--- src/rtl/seq_divider.sv ---
// Multi-cycle radix-2 restoring divider: quotient on Z_High, remainder on Z_Low.
// Divides operand magnitudes, then restores signs (quotient toward zero, remainder follows dividend).
module seq_divider #(
  parameter int WIDTH  = 32,
  parameter bit SIGNED = 1'b1
) (
  input  logic             clk,
  input  logic             rst_n,
  input  logic             start,
  input  logic [WIDTH-1:0] A,
  input  logic [WIDTH-1:0] B,
  output logic [WIDTH-1:0] Z_High,
  output logic [WIDTH-1:0] Z_Low,
  output logic             ready,
  output logic             busy,
  output logic             div_by_zero
);

  localparam int CW = (WIDTH > 1) ? $clog2(WIDTH) : 1;

  typedef enum logic [1:0] {IDLE, RUN, FIX, DONE} state_t;

  state_t           state, state_next;
  logic [WIDTH-1:0] divisor, rem, quo;
  logic [CW-1:0]    count;
  logic             qneg, rneg;
  logic [WIDTH:0]   shifted, trial;
  logic             fits, accept, b_zero;

  function automatic logic [WIDTH-1:0] magnitude(input logic [WIDTH-1:0] v);
    if (SIGNED && v[WIDTH-1]) return -v;
    return v;
  endfunction

  function automatic logic [WIDTH-1:0] apply_sign(input logic [WIDTH-1:0] v, input logic neg);
    return neg ? -v : v;
  endfunction

  // Remainder is always below the divisor, so a WIDTH+1 trial never overflows its sign bit
  always_comb begin
    shifted = {rem, quo[WIDTH-1]};
    trial   = shifted - {1'b0, divisor};
    fits    = ~trial[WIDTH];
    b_zero  = (B == '0);
    accept  = start && ((state == IDLE) || (state == DONE));
  end

  always_comb begin
    state_next = state;
    ready      = 1'b0;
    busy       = 1'b0;
    case (state)
      IDLE: if (start) state_next = b_zero ? DONE : RUN;
      RUN: begin
        busy = 1'b1;
        if (count == CW'(WIDTH - 1)) state_next = FIX;
      end
      FIX: begin
        busy       = 1'b1;
        state_next = DONE;
      end
      DONE: begin
        ready = 1'b1;
        if (start) state_next = b_zero ? DONE : RUN;
        else       state_next = IDLE;
      end
      default: state_next = IDLE;
    endcase
  end

  always_ff @(posedge clk or negedge rst_n) begin
    if (!rst_n) begin
      state       <= IDLE;
      count       <= '0;
      Z_High      <= '0;
      Z_Low       <= '0;
      div_by_zero <= 1'b0;
    end else begin
      state <= state_next;
      if (accept) begin
        count <= '0;
        if (b_zero) begin
          Z_High      <= '1;
          Z_Low       <= A;
          div_by_zero <= 1'b1;
        end else begin
          div_by_zero <= 1'b0;
        end
      end else if (state == RUN) begin
        count <= count + 1'b1;
      end
      if (state == FIX) begin
        Z_High <= apply_sign(quo, qneg);
        Z_Low  <= apply_sign(rem, rneg);
      end
    end
  end

  // Working registers are fully reloaded on every accepted start, so they need no reset
  always_ff @(posedge clk) begin
    if (accept && !b_zero) begin
      divisor <= magnitude(B);
      quo     <= magnitude(A);
      rem     <= '0;
      qneg    <= SIGNED ? (A[WIDTH-1] ^ B[WIDTH-1]) : 1'b0;
      rneg    <= SIGNED ? A[WIDTH-1] : 1'b0;
    end else if (state == RUN) begin
      rem <= fits ? trial[WIDTH-1:0] : shifted[WIDTH-1:0];
      quo <= {quo[WIDTH-2:0], fits};
    end
  end

endmodule

--- config.mk ---
export PLATFORM = sky130hd
export DESIGN_NAME = seq_divider
export DESIGN_NICKNAME = d
export VERILOG_FILES = /design/src/rtl/seq_divider.sv
export SDC_FILE = /design/constraint.sdc
export NUM_CORES = 1
export LEC_CHECK = 0
export CAP_MARGIN = 30
export CORE_ASPECT_RATIO = 0.6
export CORE_MARGIN = 2
export CORE_UTILIZATION = 35
export DETAILED_ROUTE_END_ITERATION = 10
export GPL_TIMING_DRIVEN = 1
export PLACE_DENSITY = 0.65
export SLEW_MARGIN = 20
export SYNTH_ARGS = -nofsm -noshare
export SYNTH_HDL_FRONTEND = slang
export SYNTH_SLANG_ARGS = --single-unit
export TNS_END_PERCENT = 100
--- constraint.sdc ---
create_clock -name clk -period 3.5 [get_ports clk]
set_clock_uncertainty 0.15 [all_clocks]
set_input_delay 0.7 -clock clk [delete_from_list [all_inputs] [get_ports clk]]
set_output_delay 0.7 -clock clk [all_outputs]
set_load 0.03 [all_outputs]
==> results of run 1 <==
==> worst max-delay path by stage <==
stage | start | to | slack [ps] | cells past startpoint
finish | divisor[0] | rem[30] | -3 | 14
detailed placement | B[5] | Z_High[6] | -540 | 11
CTS | B[5] | Z_Low[27] | -1 | 11
global route | divisor[0] | rem[30] | -100 | 14
global placement | B[5] | Z_High[7] | -400 | 11
floorplan | B[5] | rem[1] | 40 | 9
==> report_power, final <==
part           internal, µW  leakage (µW)  switching, µW
registers              3200       0.00175            770
logic                  4230       0.00389           5160
clock network          1160      0.000288            811
==> cells in the mapped netlist (9+ instances only) <==
library cell	n	area [µm²]
a21o_1	13	97.6
nand2_1	123	462
inv_1	55	206
o21ai_0	123	616
dfrtp_1	72	1800
and3_1	9	56.3
ha_1	43	538
o21a_1	9	67.6
mux2i_1	56	561
or3_1	15	93.8
nand2b_1	16	100
o31ai_1	32	240
xnor2_1	78	683
or4_1	12	90.1
o41ai_1	20	175
dfxtp_1	32	641
a21oi_1	94	470
edfxtp_1	66	1980
nor2_1	40	150
xor2_1	67	587
nor3_1	45	225
o21ai_1	18	90.1
clkbuf_1	42	158
nor4_1	10	62.6
a211oi_1	13	97.6
nand3_1	17	85.1
==> per-stage QoR <==
stage | TNS [ps] | area, µm² | std cells | total power [µW]
detailed placement | -77310 | 13900 | 1842 | 12700
global placement | -61560 | 13900 | 1842 | 12500
CTS | -1.40 | 14500 | 1880 | 14900
floorplan | 0 | 11200 | 1225 | 9500
finish | -3.36 | 14800 | 1890 | 15300
global route | -1280 | 14800 | 1890 | 16400
==> layout make-up <==
| cell class | count | area [µm²] |
|---|---|---|
| clock buffer | 24 | 472 |
| clock inverter | 8 | 118 |
| fill | 2940 | 16600 |
| inverter | 57 | 216 |
| multi-input combinational | 938 | 6440 |
| sequential | 170 | 4420 |
| tap | 416 | 520 |
| timing repair buffer | 277 | 2630 |
==> critical path: stages, from the launching register on <==
cell,delay (ps)
edfxtp_1,420
ha_2,230
fa_2,350
nand2b_4,150
a21o_1,190
a211o_1,320
nand3b_1,180
a31oi_4,120
o41ai_2,220
buf_4,240
xnor2_4,150
buf_12,170
buf_12,140
mux2i_4,230
a211oi_2,80
==> layout by cell type (no fill, tap or decap), types with 12 or more instances in the layout <==
cell type and count:
a211oi_1 12, a21o_1 13, a21oi_1 94, buf_4 125, clkbuf_16 18, clkdlybuf4s50_1 128, dfrtp_1 72, dfxtp_1 32
edfxtp_1 66, ha_1 40, inv_1 54, mux2i_1 53, nand2_1 122, nand2b_1 15, nand3_1 16, nor2_1 40
nor3_1 44, o21ai_0 122, o21ai_1 19, o31ai_1 31, o41ai_1 20, or3_1 15, xnor2_1 78, xor2_1 67
==> flip-flops by register name, summed over array words and instances, names as in the netlist <==
signal and count:
Z_High 32, Z_Low 32, count 5, div_by_zero 1, divisor 32, qneg 1
quo 32, rem 32, rneg 1, state 2
==> cells by family (layout without fill, tap and decap cells) <==
logic type / Yosys count / after routing / share of synthesized area (%)
AO/OA/AOI/OAI: 359 / 359 / 19.4
AND/OR/NAND/NOR: 330 / 330 / 14.9
flip-flops: 170 / 170 / 39.4
XOR/XNOR: 146 / 147 / 11.4
buffers and inverters: 118 / 366 / 4.67
multiplexers: 58 / 58 / 5.19
adder cells (fa/ha/maj): 44 / 44 / 4.97
==> what timing repair did <==
action | 4_1_cts | 5_1_grt
setup buffers | 4 | 7
setup endpoints to repair | 48 | 174
pin swaps | 2 | 15
resized for setup | 4 | 27
hold buffers | 0 | 0
gates cloned | 2 | 1
==> layer usage <==
metal	vias to the layer above	routed length [µm]
li1	4932	-
met1	4796	16300
met2	246	13800
met3	26	1980
met4	0	471
met5	-	0
==> summary.md, run 1 <==
| Metric | Value |
|---|---|
| Synth-to-Final Area Change | 31.8% |
| Final hold slack | 94.5 ps |
| Prevailing post-synth register cell | dfrtp_1 |
| Clock transition at path regs | 70 ps |
| Worst setup EP type | flip-flop |
| R2r startpoint | divisor[0] |
| Vias after detailed routing | 10000 |
| H-Tree Depth | 4 |
| Relative slew slack | 50.4% |
| Final antenna-violating net count | 0 |
| RSZ-0062 raised after global routing | yes |
| Syn. warnings | 0 |
| Avg WL per Cell | 17.2 µm |
| I/O Pins | 134 |
| Final GP Congestion | 0.884 |
| Outcome | finished, violations left |
| Root buffer cell | clkbuf_16 |
| Slew @ Worst Pin | 726 ps |
| Total congestion overflow | 0 |
| Met3 Usage GRT | 4.27% |
| Residual DRC | 0 |
| Die X-Extent | 235 µm |
| P per Cell Area | 1040 nW/µm² |
| Failing checks | setup timing |
| Nets | 1572 |
| Crit start category | flip-flop |
| Syn nets | 1336 |
| Yosys reg bits | 170 |
| Critical path fanouts, max | 8 |
| Hold Vio Cnt, Final | 0 |
| CTS buffer count | 17 |
| Synth unique cells | 75 |
| Finished Core Util | 47.2% |
| Post-Place Setup Slack | -535 ps |
| CTS tree | built |
| Met2 Usage GRT | 28.3% |
| Lkg Pwr | 0.00593 µW |
| FFs w/ async S/R, synth | 42.4% |
| Vias in the first global route | 9533 |
| Critical setup path kind | reg -> reg |
| Reg2reg end | rem[30] |
| Setup violations, final | 1 |
| Peak supply drop | 0.507 mV |
| Post-Route WL | 32.5 mm |
| Drt via density | 5.29 |
| Antenna diodes | 0 |
| Antenna violations before repair | 0 |
| Synthesized area per cell | 9.17 µm² |
| Data arrival, critical path | 3650 ps |
| Gr usage total | 19.4% |
| Max Fclk | 0.285 GHz |
| Largest net degree at the start of global routing | 73 |
| Reg2Reg Setup Slack | -3 ps |
| Cell count after synthesis | 1225 |
| Initial core utilization | 35.8% |
| Worst Path Required | 3650 ps |
| Global route hottest layer | met1 |
| First-pass GRT wire length | 51.5 mm |
| Die Ht | 143 µm |
| IO buf count | 133 |
| # Max-Cap Violations | 0 |
| Max Slew Vio Count | 0 |
| 1st-iter DRT viols | 731 |
| Number of synthesized flops with an enable pin | 66 |
| 1st-pass router iterations | 5 |
| Crit path time final | 3500 ps |
| Final Cycle Share | 100% |
| Synthesized area | 11200 µm² |
| Longest Clk Path Bufs | 2 |
| Row count | 50 |
| Met1 Resource Use GR | 28.9% |
| Clock latency on the worst-skew pair | 450 ps |
| Post-DP HPWL | 24.8 mm |
| Final setup margin | -3.36 ps |
| Hold WC Path Type | in -> async |
| Core ar. | 31400 µm² |
| Die area | 33600 µm² |
| Sequential area share after synthesis | 39.4% |
| Share of cells above drive strength 1 | 14.4% |
| Reg2Reg Depth | 14 |
| Clock Sinks | 170 |
Note: power is estimated with default switching activity, not from simulation.
==> run 2: changes to the inputs <==
--- a/config.mk
+++ b/config.mk
@@ -10,6 +10,7 @@
 export CORE_MARGIN = 2
 export CORE_UTILIZATION = 35
 export DETAILED_ROUTE_END_ITERATION = 10
+export GPL_ROUTABILITY_DRIVEN = 0
 export GPL_TIMING_DRIVEN = 1
 export PLACE_DENSITY = 0.65
 export SLEW_MARGIN = 20
==> summary.md, run 2 (synthesis results as in run 1) <==
| Metric | Value |
|---|---|
| First-pass GRT wire length | 52.1 mm |
| Residual DRC | 0 |
| Reg2reg end | rem[2] |
| Core ar. | 31400 µm² |
| IO buf count | 133 |
| Worst path max stage delay | 440 ps |
| Routed length on met2 | 14.1 mm |
| Crit-path slowest cell | edfxtp_1 |
| Drt via density | 5.37 |
| Final Instance Area | 14900 µm² |
| Buffers & Inverters on Critical Path | 2 |
| 1st-iter DRT viols | 808 |
| Post-Place Setup Slack | -569 ps |
| Worst Path Required | 3660 ps |
| Gr usage total | 19.5% |
| # Max-Cap Violations | 0 |
| Die Ht | 143 µm |
| Total congestion overflow | 0 |
| Setup violations, final | 11 |
| 1st-pass router iterations | 5 |
| Share of cells above drive strength 1 | 15.0% |
| Critical setup path kind | reg -> reg |
| Most frequent cells in the layout | clkdlybuf4s50_1 (128), buf_4 (123), nand2_1 (122) |
| Synth-to-Final Area Change | 32.8% |
| Outcome | finished, violations left |
| Fin cells | 1897 |
| Row count | 50 |
| P per Cell Area | 1030 nW/µm² |
| Critical path fanouts, max | 5 |
| Die area | 33600 µm² |
| Crit start category | flip-flop |
| Clock transition at path regs | 70 ps |
| R2r startpoint | divisor[0] |
| RSZ-0062 raised after global routing | yes |
| Post-Route WL | 33.0 mm |
| Nets | 1579 |
| Metal1 wirelength | 16.6 mm |
| Root buffer cell | clkbuf_16 |
| Final antenna-violating net count | 0 |
| Reg2Reg Setup Slack | -50 ps |
| Max Slew Vio Count | 0 |
| Antenna violations before repair | 0 |
| Final setup margin | -52.5 ps |
| Placement Cell Area | 14000 µm² |
| Lkg Pwr | 0.00596 µW |
| Final Cycle Share | 101% |
| Failing checks | setup timing |
| Vias after detailed routing | 10200 |
| Antenna diodes | 0 |
| Max Fclk | 0.281 GHz |
| Worst setup EP type | flip-flop |
| CTS tree | built |
| Data arrival, critical path | 3710 ps |
| Clock Sinks | 170 |
| H-Tree Depth | 4 |
| Initial core utilization | 35.8% |
| Post-DP HPWL | 24.7 mm |
| Vias in the first global route | 9674 |
| Hold Crit Depth | 1 |
| Placed Instances | 1846 |
| Clock latency on the worst-skew pair | 460 ps |
| Hold Path Sink | div_by_zero |
| Longest Clk Path Bufs | 2 |
| Hold Path Origin | div_by_zero |
| Reg2Reg Depth | 13 |
| Die X-Extent | 235 µm |
| Hold Vio Cnt, Final | 0 |
| Max layer used | met4 |
| Relative slew slack | 44.6% |
| Routed wl met3 | 1.82 mm |
| CP cell instances | ha_2 > fa_2 > nand2b_4 > a21o_1 > a211o_1 > nand3b_1 > a31oi_4 > o41ai_4 > buf_6 > xnor2_4 > clkbuf_16 > mux2i_1 > a21oi_1 |
| Largest net degree at the start of global routing | 73 |
| CTS buffer count | 17 |
| Avg WL per Cell | 17.4 µm |
| Cell family with most CP delay | compound AO/OA/AOI/OAI gates |
| I/O Pins | 134 |
| Peak supply drop | 0.471 mV |
| Slew @ Worst Pin | 810 ps |
| Crit path time final | 3550 ps |
| Hold WC Path Type | reg -> reg |
| Commonest non-fill, non-tap cell in the layout | clkdlybuf4s50_1 |
-- run 2: cell count changes in the layout (fill, tap and decap cells not counted), moves of 2 or more --
cell            delta
buf_12             +3
buf_4              -2
buf_6              +3
bufinv_16          -2
clkbuf_8           -2
clkinv_2           +2
clkinvlp_4         +3
dlygate4sd2_1      +4
dlymetal6s2s_1     -4
inv_4              -2
o21ai_0            -3
o21ai_2            +2
-- run 2: power by group --
part	total, µW	switching (µW)	internal, µW
clock	1840	830	1010
sequential	3990	792	3200
combinational	9520	5250	4270
total	15400	6870	8490
-- run 2: stage by stage --
step | utilization [%] | hold WS, ps | power (µW) | setup TNS (ps)
3_5_place_dp | 44.4 | 333 | 12700 | -78250
2_1_floorplan | - | 254 | 9500 | 0
3_3_place_gp | 44.4 | 344 | 12500 | -57690
6_report | 47.5 | 344 | 15400 | -340
4_1_cts | 46.6 | 281 | 14800 | -36.9
5_1_grt | 47.5 | 375 | 16400 | -2270
-- run 2: worst register-to-register path: stages (launching register included) --
cell	delay, ps
edfxtp_1	440
ha_2	220
fa_2	350
nand2b_4	150
a21o_1	190
a211o_1	370
nand3b_1	180
a31oi_4	140
o41ai_4	250
buf_6	200
xnor2_4	250
clkbuf_16	260
mux2i_1	190
a21oi_1	90
-- run 2: area by class of cell --
| type | count | area (µm²) |
|---|---|---|
| Inverter | 57 | 214 |
| Multi-Input combinational cell | 939 | 6490 |
| Fill cell | 2964 | 16500 |
| Clock inverter | 9 | 75.1 |
| Tap cell | 416 | 520 |
| Sequential cell | 170 | 4420 |
| Clock buffer | 23 | 469 |
| Timing Repair Buffer | 283 | 2730 |
-- run 2: routing by layer --
metal,vias to the layer above,track usage (%)
li1,4927,-
met1,4925,28.7
met2,296,29.8
met3,33,3.40
met4,0,4.66
met5,-,0
-- run 2: worst max-delay path by stage --
| stage | start | endpoint | slack, ps | cells after the start |
|---|---|---|---|---|
| after floorplan | B[5] | rem[1] | 40 | 9 |
| after CTS | divisor[0] | rem[31] | -30 | 13 |
| after detailed placement | B[5] | Z_Low[26] | -570 | 11 |
| after global placement | B[5] | Z_Low[26] | -420 | 11 |
| final | divisor[0] | rem[2] | -50 | 13 |
| after global routing | divisor[0] | rem[13] | -140 | 13 |
-- run 2: what timing repair did --
item / CTS / global route
hold buffers: 0 / 1
resized for setup: 14 / 30
endpoints found under the hold margin: 0 / 18
cloned: 2 / 2
buffers inserted: 7 / 6
endpoints found under the setup margin: 45 / 138
pin swaps: 11 / 14
==> patch: new RTL, flow settings as in run 1 <==
The parameter `WIDTH` goes from 32 to 16.
--- a/src/rtl/seq_divider.sv
+++ b/src/rtl/seq_divider.sv
@@ -1,7 +1,7 @@
 // Multi-cycle radix-2 restoring divider: quotient on Z_High, remainder on Z_Low.
 // Divides operand magnitudes, then restores signs (quotient toward zero, remainder follows dividend).
 module seq_divider #(
-  parameter int WIDTH  = 32,
+  parameter int WIDTH  = 16,
   parameter bit SIGNED = 1'b1
 ) (
   input  logic             clk,
Interface: changed (resized A, B, Z_High and Z_Low); port bits go from 134 to 70. No check against the original RTL was run, so the function may have changed too.
==> patch against run 1 <==
Area after synthesis is 50% lower; wire length is 55% lower; setup slack better by 0.083 ns; clock power is 48% lower; total power is 54% lower; largest power group unchanged; first-iteration DRC count is 44% lower; worst hold slack worse by 0.034 ns; sequential cell count is 81 lower; die area is 49% lower; via count is 51% lower; final cell count is 52% lower; final area is 52% lower; count of clock-buffer cells in the layout is 12 lower; fmax is 2.4% higher.
==> patch: results (changes against run 1) <==
place:
  numPortBuffers: 69  # was 133
  pre_cts_slack_ns: -0.262  # was -0.535 ns
  dpl_cell_area_um2: 6810  # was 13900 um2
  hpwl_mm: 11.1  # was 24.8 mm
  gp_congestion: 0.841  # was 0.884
synth:
  synth_edf_count: 34  # was 66
  synth_common_cells: "62 x o21ai_0, 58 x nand2_1, 46 x a21oi_1"  # was 123 x nand2_1, 123 x o21ai_0, 94 x a21oi_1
  synth_adder_area_share_pct: 6.11  # was 4.97%
  synth_area_leaders: "edfxtp_1 18%, dfrtp_1 17%, ha_1 5.8%"  # was edfxtp_1 18%, dfrtp_1 16%, xnor2_1 6.1%
  synth_mux_area_share_pct: 4.80  # was 5.19%
  syn_nets: 677  # was 1336
  ys.flop_type: "dfrtp_1"  # unchanged
  synth_xor_area_share_pct: 11.0  # was 11.4%
  synthCells: 615  # was 1225
  synth.distinct_cells: 55  # was 75
  synth_compound_area_share_pct: 16.4  # was 19.4%
  seq_area_frac_synth_pct: 41.0  # was 39.4%
drt:
  wl_met2_mm: 6.23  # was 13.8 mm
  drt-initial-drc-count: 406  # was 731
  drt-met1-wl_mm: 7.50  # was 16.3 mm
  drtPass1Iterations: 4  # was 5
  wl_met3_um: 829  # was 1.98 mm
  vias: 4886  # was 10000
  vias_per_cell: 5.34  # was 5.29
  wirelength_mm: 14.7  # was 32.5 mm
cells_and_area:
  syn_to_final_growth_pct: 26.4  # was 31.8%
  nFillCells: 1445  # was 2940
  num-nets-final: 769  # was 1572
  drive_gt1_share_pct: 9.69  # was 14.4%
sta:
  whs_ns: 0.0608  # was 0.0945 ns
  period_needed_ns: 3.42  # was 3.50 ns
  worst_slew_margin_rel_pct: 45.1  # was 50.4%
worst_setup_path:
  crit_path_start: "B[6]"  # was divisor[0]
  regToRegSetupSlack_ns: 0.22  # was -0.003 ns
  worstReg2RegEnd: "rem[1]"  # was rem[30]
  critPathMaxFanout: 5  # was 8
pwr:
  power.total_uw: 7030  # was 15300 uW
  p_leak_uw: 0.00284  # was 0.00593 uW
  seq_power_share_pct: 30.0  # was 25.9%
  powerComb_uw: 3900  # was 9390 uW
  p_switching_uw: 3090  # was 6740 uW
cts:
  htreeDepth: 3  # was 4
  post_cts_resized: 0  # was 4
  cts_setup_buffers: 0  # was 4
  clock_latency_ns: 0.34  # was 0.45 ns
  cts_buffers: 9  # was 17
global_route:
  gr-usage-all-layers_pct: 17.5  # was 19.4%
  grt_pass1_wl_mm: 24.0  # was 51.5 mm
  first_global_vias: 4662  # was 9533
  met1_usage_pct: 26.1  # was 28.9%
status:
  outcome: "finished, final reports clean"  # was finished, violations left
[patch: how the worst max path moves through the flow]
| stage | end | depth (start not counted) |
|---|---|---|
| after floorplan | rem[15] | 10 |
| after global placement | rem[15] | 10 |
| after detailed placement | rem[15] | 10 |
| after CTS | rem[15] | 10 |
| after global routing | rem[15] | 10 |
| final | rem[15] | 10 |
[patch: critical path, cell delays in order]
cell	delay, ns
clkdlybuf4s50_1	0.42
or4_4	0.54
or3_4	0.34
or4_1	0.56
nand2b_4	0.23
nand2_4	0.08
inv_2	0.05
or3b_1	0.36
a21oi_1	0.17
a311o_2	0.12
[patch: area by class of cell]
class | count | area [um2] | area share (%)
multi-input cells | 463 | 3100 | 43.3
inverters | 33 | 124 | 1.73
flip-flops and latches | 89 | 2320 | 32.4
repair buffers | 111 | 1040 | 14.5
clock inverters | 4 | 50.0 | 0.700
well taps | 203 | 254 | 3.55
clock buffers | 12 | 267 | 3.73
